**src/rtl/stats_snapshot_ctrl.sv**
```systemverilog
// Captures a coherent snapshot of the statistics counter bank and streams it
// word-by-word, tagged with its index, into one shared clock-crossing synchronizer.
module stats_snapshot_ctrl #(
  parameter int SIZE        = 64,
  parameter int N_CNT       = 7,
  parameter int IDX_W       = 3,
  parameter int AUTO_PERIOD = 0
) (
  input  logic                    clk,
  input  logic                    rst_n,
  input  logic                    snap_req,
  input  logic                    clr_ovr,
  input  logic [N_CNT*SIZE-1:0]   cnt_in,
  output logic [IDX_W+SIZE-1:0]   sync_din,
  output logic                    sync_din_vld,
  input  logic                    sync_din_rdy,
  output logic                    busy,
  output logic                    snap_done,
  output logic [15:0]             snap_seq,
  output logic                    overrun
);

  localparam logic [1:0] IDLE = 2'd0;
  localparam logic [1:0] SEND = 2'd1;
  localparam logic [1:0] DONE = 2'd2;

  localparam logic [IDX_W-1:0] LAST_IDX = IDX_W'(N_CNT - 1);

  logic [1:0]       state;
  logic [IDX_W-1:0] idx;
  logic [SIZE-1:0]  bank [N_CNT];
  logic             pending;
  logic             auto_tick;
  logic             req;
  logic             capture;

  generate
    if (AUTO_PERIOD > 0) begin : g_auto
      localparam int AW = (AUTO_PERIOD > 1) ? $clog2(AUTO_PERIOD) : 1;
      localparam logic [AW-1:0] AUTO_LAST = AW'(AUTO_PERIOD - 1);
      logic [AW-1:0] auto_cnt;

      always_ff @(posedge clk) begin
        if (!rst_n)                    auto_cnt <= '0;
        else if (auto_cnt == AUTO_LAST) auto_cnt <= '0;
        else                           auto_cnt <= auto_cnt + AW'(1);
      end

      assign auto_tick = (auto_cnt == AUTO_LAST);
    end else begin : g_no_auto
      assign auto_tick = 1'b0;
    end
  endgenerate

  assign req = snap_req | auto_tick;

  // A request in DONE (or a queued one) reloads the bank at the DONE exit edge.
  assign capture = ((state == IDLE) && req) || ((state == DONE) && (pending || req));

  // NOTE: the bank is an addressable array, but it still gets an explicit reset
  // loop so a snapshot abandoned by reset can never leak stale counter values.
  always_ff @(posedge clk) begin
    if (!rst_n) begin
      for (int i = 0; i < N_CNT; i++) bank[i] <= '0;
    end else if (capture) begin
      for (int i = 0; i < N_CNT; i++) bank[i] <= cnt_in[i*SIZE +: SIZE];
    end
  end

  // NOTE: all state updates use non-blocking assignments so every branch below
  // sees the pre-edge values of state, idx and pending.
  always_ff @(posedge clk) begin
    if (!rst_n) begin
      state    <= IDLE;
      idx      <= '0;
      pending  <= 1'b0;
      overrun  <= 1'b0;
      snap_seq <= '0;
    end else begin
      case (state)
        IDLE: begin
          if (req) begin
            idx   <= '0;
            state <= SEND;
          end
        end
        SEND: begin
          if (sync_din_rdy) begin
            if (idx == LAST_IDX) state <= DONE;
            else                 idx   <= idx + IDX_W'(1);
          end
        end
        DONE: begin
          snap_seq <= snap_seq + 16'd1;
          if (pending || req) begin
            idx   <= '0;
            state <= SEND;
          end else begin
            state <= IDLE;
          end
        end
        default: state <= IDLE;
      endcase

      if (state == DONE)             pending <= 1'b0;
      else if (state == SEND && req) pending <= 1'b1;

      // A drop in the same cycle as clr_ovr must leave overrun set.
      if (clr_ovr) overrun <= 1'b0;
      if (req && pending && (state != IDLE)) overrun <= 1'b1;
    end
  end

  assign sync_din_vld = (state == SEND);
  assign sync_din     = sync_din_vld ? {idx, bank[idx]} : '0;
  assign busy         = (state != IDLE);
  assign snap_done    = (state == DONE);

endmodule

```
**config.mk**
```make
export PLATFORM = sky130hd
export DESIGN_NAME = stats_snapshot_ctrl
export DESIGN_NICKNAME = d
export VERILOG_FILES = /design/src/rtl/stats_snapshot_ctrl.sv
export SDC_FILE = /design/constraint.sdc
export NUM_CORES = 1
export LEC_CHECK = 0
export CORE_ASPECT_RATIO = 0.75
export CORE_UTILIZATION = 41
export CTS_BUF_LIST = sky130_fd_sc_hd__clkbuf_8
export DETAILED_ROUTE_END_ITERATION = 6
export PLACE_DENSITY = 0.68
export SYNTH_ARGS = -nofsm -noshare
export SYNTH_HDL_FRONTEND = slang
export SYNTH_SLANG_ARGS = --single-unit
```
**constraint.sdc**
```tcl
create_clock -name clk -period 32.9 [get_ports clk]
set_clock_uncertainty 0.2 [all_clocks]
set_input_delay 4.935 -clock clk [delete_from_list [all_inputs] [get_ports clk]]
set_output_delay 4.935 -clock clk [all_outputs]
set_load 0.005 [all_outputs]
```
==> impl_metrics.env, run 1 <==
export IMPL_synth_fp_nets=2012
export IMPL_arrival_ns=9.68
export IMPL_p_int_mw=1.036
export IMPL_switchingPower_mw=0.3201
export IMPL_p_leak_nw=11.33
export IMPL_ctsHtreeMaxLevel=3
export IMPL_drc=0
export IMPL_cts_tree="yes"
export IMPL_io_pins=540
export IMPL_drive_gt1_share_pct=8.718
export IMPL_antenna_found_initial=14
export IMPL_routedWlPerCell_um=21.57
export IMPL_area_growth_pct=32.66
export IMPL_cp_cell_sequence="clkdlybuf4s50_1 > a21oi_1 > or2_2 > nand2_4 > buf_4 > buf_4 > buf_4"
export IMPL_crit_path_end_kind="flop"
export IMPL_vias=14673
export IMPL_hold_buffers=0
export IMPL_place_congestion=0.8538
export IMPL_hold_viol_final=0
export IMPL_core_mm2=0.05189
export IMPL_p_sw_share_pct=23.60
export IMPL_grt_pass1_wl_mm=89.51
export IMPL_clock_latency_ns=0.66
export IMPL_dr_pass1_iters=5
export IMPL_fp_dieW_um=267.5
export IMPL_first_iter_violations=1475
export IMPL_fin_crit_sh_pct=29.25
export IMPL_ctsLongestPathBuffers=3
export IMPL_nets=2500
export IMPL_peakVddDrop_v=0.00002353
export IMPL_fp_dieH_um=201.1
export IMPL_crit_buf_inv=4
export IMPL_start_util_pct=41.76
export IMPL_async_reset_ff_share_pct=0
export IMPL_pwr_share_clk_pct=34.8
export IMPL_path_max_fanout=93
export IMPL_syn_avg_cell_area_um2=13.93
export IMPL_synth_enable_flop_cells=448
export IMPL_ys_types=39
export IMPL_dp_hpwl_mm=40.44
export IMPL_hold_class="reg -> reg"
export IMPL_clock_fmax_ghz=0.1039
export IMPL_die_area_mm2=0.05378
export IMPL_worst_pin_slew_ns=1.259
export IMPL_fin_tns_setup_ns=0
export IMPL_synthesis_instances=1556
export IMPL_cts_sinks=474
export IMPL_grt_usage_pct=22.29
export IMPL_crit_top_cell="buf_4"
export IMPL_antenna_left=0
export IMPL_slew_viol_final=0
export IMPL_ys_ff_latch=474
export IMPL_final_cell_mix="538 x clkdlybuf4s50_1, 448 x edfxtp_1, 385 x and3_1"
export IMPL_r2r_slack_ns=27.60
export IMPL_wl_mm=60.70
export IMPL_cap_violations=0
export IMPL_power_share_combinational_pct=11.7
export IMPL_cts_repair_resized=0
export IMPL_ys_flop_type="edfxtp_1"
export IMPL_power_frac_seq_pct=53.5
export IMPL_cts_buffers=76
export IMPL_max_stage_delay_ns=1.01
export IMPL_slew_limit_headroom_pct=16.04
export IMPL_routed_via_density=5.214
export IMPL_timing_hold_ws_ns=0.2779
export IMPL_rows=72
export IMPL_yosys_warnings=0
export IMPL_slowest_stage="buf_4"
export IMPL_grt_pass1_vias=14602
export IMPL_io_buffer_count=539
export IMPL_grt_max_degree=150
export IMPL_postCtsSetupRepairBufs=0
export IMPL_fill_cells=4316
export IMPL_power_per_cell_area_mw_per_mm2=47.18
export IMPL_syn_area_mm2=0.02167
export IMPL_ys_seq_area_share_pct=64.48
export IMPL_grt_overflow=0
export IMPL_mostFrequentLayoutCell="clkdlybuf4s50_1"
export IMPL_setup_viol=0
export IMPL_critical_path_class="in -> reg"
export IMPL_fin_crit_ns=9.623
export IMPL_cp_required_ns=32.95
export IMPL_final_util_pct=55.40
export IMPL_crit_family="buffers and inverters"
export IMPL_root_buffer="clkbuf_8"
export IMPL_clk_pin_slew_ns=0.06
export IMPL_status="completed"
export IMPL_rsz0062_at_grt="false"
export IMPL_startpoint_type="input pin"
[logic make-up (layout without fill, tap and decap cells)]
family                     Yosys count  after routing  share of synthesized area (%)
and+or+nand+nor                    641            641                          16.69
other                                0             12                              0
AOI/OAI and AO/OA                   79             79                          1.894
adders and majority gates            3              3                         0.1732
xor gates and xnor gates            11             11                         0.4446
muxes                              196            196                          12.75
buffers and inverters              152            695                          3.568
DFF                                474            474                          64.48
[cells in the mapped netlist (all sizes together) (2+ instances only)]
cell type / number / area share [%]
o21ai: 65 / 1.5
xor2: 3 / 0.12
ha: 3 / 0.17
nor2: 84 / 1.5
nor3: 4 / 0.092
and2: 67 / 1.9
nand4: 5 / 0.14
nand3: 8 / 0.18
nand2b: 6 / 0.17
or2: 3 / 0.087
clkbuf: 106 / 2.0
inv: 7 / 0.12
and3: 385 / 11
edfxtp: 448 / 62
nand3b: 3 / 0.10
xnor2: 8 / 0.32
dfxtp: 26 / 2.4
nand2: 72 / 1.2
mux2i: 132 / 6.1
nor4: 2 / 0.058
a211oi: 2 / 0.069
mux4: 64 / 6.7
buf: 39 / 1.4
a21oi: 9 / 0.21
[worst paths after layout]
check	startpoint	end	cells past startpoint
max	snap_req	bank[1][33]$_SDFFCE_PN0P_	7
min reg2reg	snap_seq[15]$_SDFFE_PN0N_	snap_seq[15]$_SDFFE_PN0N_	2
min	snap_seq[15]$_SDFFE_PN0N_	snap_seq[15]$_SDFFE_PN0N_	2
max reg2reg	state[1]$_SDFFE_PN0P_	bank[1][33]$_SDFFCE_PN0P_	6
[layout make-up]
class / instances / area, µm² / area share [%]
clock inverters: 55 / 290.3 / 1.010
diodes: 12 / 30.03 / 0.1045
multi-input cells: 930 / 6943 / 24.15
inverters: 7 / 26.28 / 0.09140
well taps: 703 / 879.6 / 3.060
repair buffers: 555 / 5520 / 19.20
clock buffers: 78 / 1074 / 3.734
flip-flops and latches: 474 / 13980 / 48.65
[worst reg2reg max path, stage by stage, from the launching register on]
cell and delay, ns:
dfxtp_1 0.41, a21oi_1 0.17, or2_2 0.36, nand2_4 0.73, buf_4 0.95, buf_4 0.99
buf_4 1.02
[through the flow]
stage	instance area, µm²	setup slack, ns	instances	power, mW
2_1_floorplan	21670	16.63	1556	0.8254
3_3_place_gp	27350	22.75	2669	0.8928
3_5_place_dp	27350	22.58	2669	0.8976
4_1_cts	28720	23.27	2802	1.369
5_1_grt	28740	22.96	2811	1.408
6_report	28750	23.28	2814	1.356
[power by group through the flow]
stage | Combinational [mW] | Clock [mW] | Sequential (mW)
floorplan | 0.0764 | 0 | 0.749
global placement | 0.157 | 0 | 0.736
detailed placement | 0.159 | 0 | 0.739
CTS | 0.160 | 0.483 | 0.726
global route | 0.171 | 0.507 | 0.730
finish | 0.158 | 0.472 | 0.726
[state kept, by name (all words and copies together), names as in the netlist, named ones only]
name,flops
idx,3
overrun,1
pending,1
state,2
snap_seq,16
bank,448
[metal layers]
layer	track usage (%)	wire length [µm]
met5	0	13
met4	7.082	1485
met3	5.348	4187
met2	33.70	28220
met1	31.68	26790
No activity file was read; power rests on OpenSTA's default activity.
==> run 2: changes to the inputs <==
--- a/config.mk
+++ b/config.mk
@@ -9,7 +9,7 @@
 export CORE_UTILIZATION = 41
 export CTS_BUF_LIST = sky130_fd_sc_hd__clkbuf_8
 export DETAILED_ROUTE_END_ITERATION = 6
-export PLACE_DENSITY = 0.68
+export PLACE_DENSITY = 0.71
 export SYNTH_ARGS = -nofsm -noshare
 export SYNTH_HDL_FRONTEND = slang
 export SYNTH_SLANG_ARGS = --single-unit
==> constraint.sdc (replaced) <==
create_clock -name clk -period 8.7 [get_ports clk]
set_clock_uncertainty 0.2 [all_clocks]
set_input_delay 1.305 -clock clk [delete_from_list [all_inputs] [get_ports clk]]
set_output_delay 1.305 -clock clk [all_outputs]
set_load 0.005 [all_outputs]
==> run 2 against run 1 <==
Net effect:
- worst setup slack lost 20 ns
- first-iteration DRC count shrank 6.9%
- register-to-register slack worse by 22 ns
- power grew to 3.8 times the previous value
- die area did not move
==> impl_metrics.env, run 2 (synthesized netlist as in run 1, its figures left out) <==
export IMPL_nets=2497
export IMPL_postCtsSetupRepairBufs=0
export IMPL_area_growth_pct=32.80
export IMPL_fp_dieW_um=267.5
export IMPL_dp_hpwl_mm=40.61
export IMPL_regMostFlops="bank"
export IMPL_startpoint_type="flop"
export IMPL_cts_buffers=74
export IMPL_reg_top3="bank: 448 flops, snap_seq: 16 flops, idx: 3 flops"
export IMPL_crit_path_end_kind="primary output"
export IMPL_grt_overflow=0
export IMPL_hold_buffers=0
export IMPL_place_congestion=0.8513
export IMPL_clk_pin_slew_ns=0.06
export IMPL_use_met3_pct=5.422
export IMPL_status="completed"
export IMPL_core_mm2=0.05189
export IMPL_fill_cells=4315
export IMPL_drc=0
export IMPL_rows=72
export IMPL_fp_dieH_um=201.1
export IMPL_grt_pass1_wl_mm=90.09
export IMPL_first_iter_violations=1373
export IMPL_slew_limit_headroom_pct=14.96
export IMPL_clock_fmax_ghz=0.1871
export IMPL_wl_mm=60.92
export IMPL_grt_use_met1_pct=31.32
export IMPL_hold_viol_final=0
export IMPL_io_pins=540
export IMPL_slew_viol_final=0
export IMPL_critical_path_class="reg -> out"
export IMPL_peakVddDrop_v=0.00008855
export IMPL_io_buffer_count=539
export IMPL_fin_crit_ns=5.344
export IMPL_p_leak_nw=11.33
export IMPL_cts_tree="yes"
export IMPL_cap_violations=0
export IMPL_cp_cell_sequence="buf_4 > buf_4 > mux4_2 > mux2i_1 > nor2_1 > clkdlybuf4s50_1"
export IMPL_cts_repair_resized=0
export IMPL_worst_pin_slew_ns=1.276
export IMPL_ctsLongestPathBuffers=3
export IMPL_grt_max_degree=283
export IMPL_arrival_ns=3.84
export IMPL_total_power_mw=5.119
export IMPL_hold_class="reg -> reg"
export IMPL_antenna_found_initial=15
export IMPL_multi_input_area_mm2=0.006952
export IMPL_fin_crit_sh_pct=61.42
export IMPL_grt_pass1_vias=14817
export IMPL_cp_required_ns=7.19
export IMPL_fin_tns_setup_ns=0
export IMPL_vias=14821
export IMPL_path_max_fanout=34
export IMPL_cts_sinks=474
export IMPL_slowest_stage="dfxtp_4"
export IMPL_crit_top_cell="buf_4"
export IMPL_grt_usage_pct=22.35
export IMPL_root_buffer="clkbuf_8"
export IMPL_routed_via_density=5.278
export IMPL_dr_pass1_iters=5
export IMPL_busiest_layer="met2"
export IMPL_ctsHtreeMaxLevel=3
export IMPL_max_stage_delay_ns=0.64
export IMPL_clock_latency_ns=0.63
export IMPL_rsz0062_at_grt="false"
export IMPL_mostFrequentLayoutCell="clkdlybuf4s50_1"
export IMPL_die_area_mm2=0.05378
export IMPL_final_cell_mix="538 x clkdlybuf4s50_1, 448 x edfxtp_1, 385 x and3_1"
export IMPL_setup_viol=0
export IMPL_largest_reg_flops=448
export IMPL_antenna_left=0
export IMPL_power_per_cell_area_mw_per_mm2=177.9
export IMPL_grtUsageMet2_pct=34.03
export IMPL_start_util_pct=41.76
export IMPL_register_area_mm2=0.01398
export IMPL_routedWlPerCell_um=21.69
export IMPL_drive_gt1_share_pct=8.930
run 2: changes by cell type in the layout (fill, tap and decap cells not counted), sizes merged:
cell,delta
buf,-1
clkinvlp,-1
diode,-1
inv,-5
clkinv,+2
run 2: layout make-up:
| cell class | instances | share of cell area (%) |
|---|---|---|
| Tap cell | 703 | 3.057 |
| Inverter | 7 | 0.09131 |
| Sequential cell | 474 | 48.60 |
| Timing Repair Buffer | 554 | 19.29 |
| Clock buffer | 78 | 3.731 |
| Clock inverter | 51 | 0.9827 |
| Multi-Input combinational cell | 930 | 24.16 |
| Antenna cell | 11 | 0.09566 |
run 2: worst paths after layout:
check	from	end	slack [ns]	cells past startpoint
worst min register to register	snap_seq[15]$_SDFFE_PN0N_	snap_seq[15]$_SDFFE_PN0N_	0.28	2
worst max-delay path	flop	sync_din[51]	3.36	6
worst max register to register	state[1]$_SDFFE_PN0P_	bank[4][34]$_SDFFCE_PN0P_	5.47	4
worst min-delay path	snap_seq[15]$_SDFFE_PN0N_	snap_seq[15]$_SDFFE_PN0N_	0.28	2
run 2: critical path: cells and delay by family, from the launching register on:
kind | cells | cell delay, ns
flip-flops | 1 | 0.64
AND/OR/NAND/NOR | 1 | 0.06
buffers and inverters | 3 | 1.61
multiplexers | 2 | 0.82
run 2: power breakdown:
group / internal (mW) / leakage, nW / switching (mW)
sequential: 2.69 / 5.05 / 0.0554
clock: 0.893 / 0.765 / 0.877
combinational: 0.335 / 5.51 / 0.265
total: 3.92 / 11.3 / 1.20
run 2: per-stage QoR:
stage / instances / utilization (%) / worst slack, ns / hold WS [ns] / instance area (µm²)
detailed placement: 2668 / 52.79 / 3.894 / 0.2792 / 27390
global placement: 2668 / 52.79 / 3.956 / 0.2608 / 27390
global route: 2806 / 55.45 / 3.065 / 0.3111 / 28770
floorplan: 1556 / - / 0.6022 / 0.2623 / 21670
CTS: 2797 / 55.40 / 3.161 / 0.2885 / 28750
finish: 2808 / 55.46 / 3.356 / 0.2848 / 28780
run 2: layer usage:
layer  part of all wire, %  vias to the layer above
li1                      -                     6850
met1                    44                     7308
met2                    47                      559
met3                   6.9                       96
met4                   2.2                        8
met5                 0.094                        -
==> run 3: changes to the inputs <==
==> constraint.sdc (replaced) <==
create_clock -name clk -period 4.49 [get_ports clk]
set_clock_uncertainty 0.2 [all_clocks]
set_input_delay 0.6735 -clock clk [delete_from_list [all_inputs] [get_ports clk]]
set_output_delay 0.6735 -clock clk [all_outputs]
set_load 0.005 [all_outputs]
==> run 3 against run 2 <==
Net effect:
- register-to-register slack got worse by 3.6 ns
- worst hold slack got worse by 0.0064 ns
- critical path depth unchanged
- highest routed layer unchanged
- non-clock buffer count rose by 27
- power up 97%
- final area rose by 1.2%
- worst setup slack got worse by 2.8 ns
- cell count up 1.3%
- critical endpoint is now sync_din[50]
==> impl_metrics.env, run 3 (synthesized netlist as in run 1, its figures left out) <==
export IMPL_status="completed"
export IMPL_place_congestion=0.8806
export IMPL_startpoint_type="flop"
export IMPL_final_cell_mix="538 x clkdlybuf4s50_1, 448 x edfxtp_1, 385 x and3_1"
export IMPL_path_max_fanout=32
export IMPL_rr_worst_depth=4
export IMPL_hold_viol_final=0
export IMPL_root_buffer="clkbuf_8"
export IMPL_clk_pin_slew_ns=0.06
export IMPL_antenna_found_initial=12
export IMPL_crit_path_end_kind="primary output"
export IMPL_total_power_mw=10.07
export IMPL_arrival_ns=3.06
export IMPL_setup_viol=0
export IMPL_fp_dieW_um=267.5
export IMPL_drc=0
export IMPL_p_leak_nw=11.56
export IMPL_worst_pin_slew_ns=1.083
export IMPL_critical_path_class="reg -> out"
export IMPL_fin_crit_ns=3.934
export IMPL_clock_latency_ns=0.64
export IMPL_grt_pass1_vias=15168
export IMPL_grt_overflow=0
export IMPL_rsz0062_at_grt="false"
export IMPL_nets=2527
export IMPL_hold_buffers=0
export IMPL_max_stage_delay_ns=0.73
export IMPL_ctsHtreeMaxLevel=3
export IMPL_area_growth_pct=34.41
export IMPL_design_area_mm2=0.02913
export IMPL_dr_pass1_iters=5
export IMPL_power_per_cell_area_mw_per_mm2=345.8
export IMPL_fp_dieH_um=201.1
export IMPL_cp_required_ns=3.62
export IMPL_slowest_stage="dfxtp_4"
export IMPL_die_area_mm2=0.05378
export IMPL_hold_class="reg -> reg"
export IMPL_worstHoldStart="snap_seq[15]$_SDFFE_PN0N_"
export IMPL_postCtsSetupRepairBufs=0
export IMPL_regMostFlops="bank"
export IMPL_start_util_pct=41.76
export IMPL_io_buffer_count=539
export IMPL_cts_sinks=474
export IMPL_drive_gt1_share_pct=9.897
export IMPL_wl_mm=62.18
export IMPL_core_mm2=0.05189
export IMPL_cts_repair_resized=0
export IMPL_timing_hold_ws_ns=0.2784
export IMPL_dp_hpwl_mm=42.82
export IMPL_crit_top_cell="mux2i_1"
export IMPL_rows=72
export IMPL_grt_usage_pct=22.90
export IMPL_mostFrequentLayoutCell="clkdlybuf4s50_1"
export IMPL_reg_top3="bank: 448 flops, snap_seq: 16 flops, idx: 3 flops"
export IMPL_vias=14976
export IMPL_ctsLongestPathBuffers=3
export IMPL_worstReg2RegEnd="bank[5][26]$_SDFFCE_PN0P_"
export IMPL_grt_max_degree=144
export IMPL_cts_buffers=77
export IMPL_routed_via_density=5.266
export IMPL_clock_fmax_ghz=0.2542
export IMPL_fin_crit_sh_pct=87.61
export IMPL_fill_cells=4256
export IMPL_cts_tree="yes"
export IMPL_largest_reg_flops=448
export IMPL_cp_cell_sequence="buf_12 > mux2i_1 > o21ai_0 > mux2i_1 > nor2_1 > clkdlybuf4s50_1"
export IMPL_first_iter_violations=1357
export IMPL_hold_depth=2
export IMPL_io_pins=540
export IMPL_slew_viol_final=0
export IMPL_grt_pass1_wl_mm=91.97
export IMPL_r2r_start="state[1]$_SDFFE_PN0P_"
export IMPL_final_util_pct=56.13
export IMPL_antenna_left=0
export IMPL_r2r_slack_ns=1.91
export IMPL_peakVddDrop_v=0.0001946
export IMPL_fin_tns_setup_ns=0
export IMPL_slew_limit_headroom_pct=27.82
export IMPL_placed_area_mm2=0.02768
export IMPL_hold_path_endpoint="snap_seq[15]$_SDFFE_PN0N_"
export IMPL_routedWlPerCell_um=21.86
export IMPL_cap_violations=0
## run 3: worst max-delay path by stage
stage	start	slack, ns	end	cells past startpoint
final	flop	0.56	sync_din[50]	6
after detailed placement	flop	1.18	sync_din[50]	6
after global routing	flop	0.30	sync_din[50]	6
after floorplan	rst_n	0.65	bank[0][0]$_SDFFCE_PN0P_	4
after global placement	flop	1.17	sync_din[33]	5
after CTS	flop	0.44	sync_din[50]	6
## run 3: through the flow
stage	cells	setup slack (ns)
after floorplan	1556	0.6463
after global placement	2695	1.173
after detailed placement	2695	1.177
after CTS	2835	0.4351
after global routing	2841	0.3046
final	2844	0.5563
## run 3: metal layers
metal  global-route usage (%)  up-vias  wire length [µm]
met1                    31.42     7371             26380
met5                        0        -                33
met4                    7.510        4              1468
met3                    5.458       97              4490
li1                         -     6917                 -
met2                    35.88      587             29800
## run 3: layout make-up
type                    instances  area (µm²)  area share, %
flip-flops and latches        474       13980          48.02
well taps                     703       879.6          3.020
clock inverters                58       291.5          1.001
multi-input cells             930        6952          23.87
inverters                       7       26.28        0.09021
repair buffers                581        5841          20.05
diodes                          9       22.52        0.07733
clock buffers                  82        1129          3.875
## run 3: where the power goes
part           total [mW]  leakage [nW]  internal, mW  switching (mW)
Combinational        1.22          5.67         0.678           0.537
Clock                3.54         0.837          1.80            1.74
Sequential           5.32          5.05          5.21           0.105
## run 3: critical path: cells and delay by family, from the launching register on
kind / cells / cell delay (ns)
DFF: 1 / 0.73
AOI/OAI and AO/OA: 1 / 0.37
and+or+nand+nor: 1 / 0.12
muxes: 2 / 0.28
buffers and inverters: 2 / 0.88
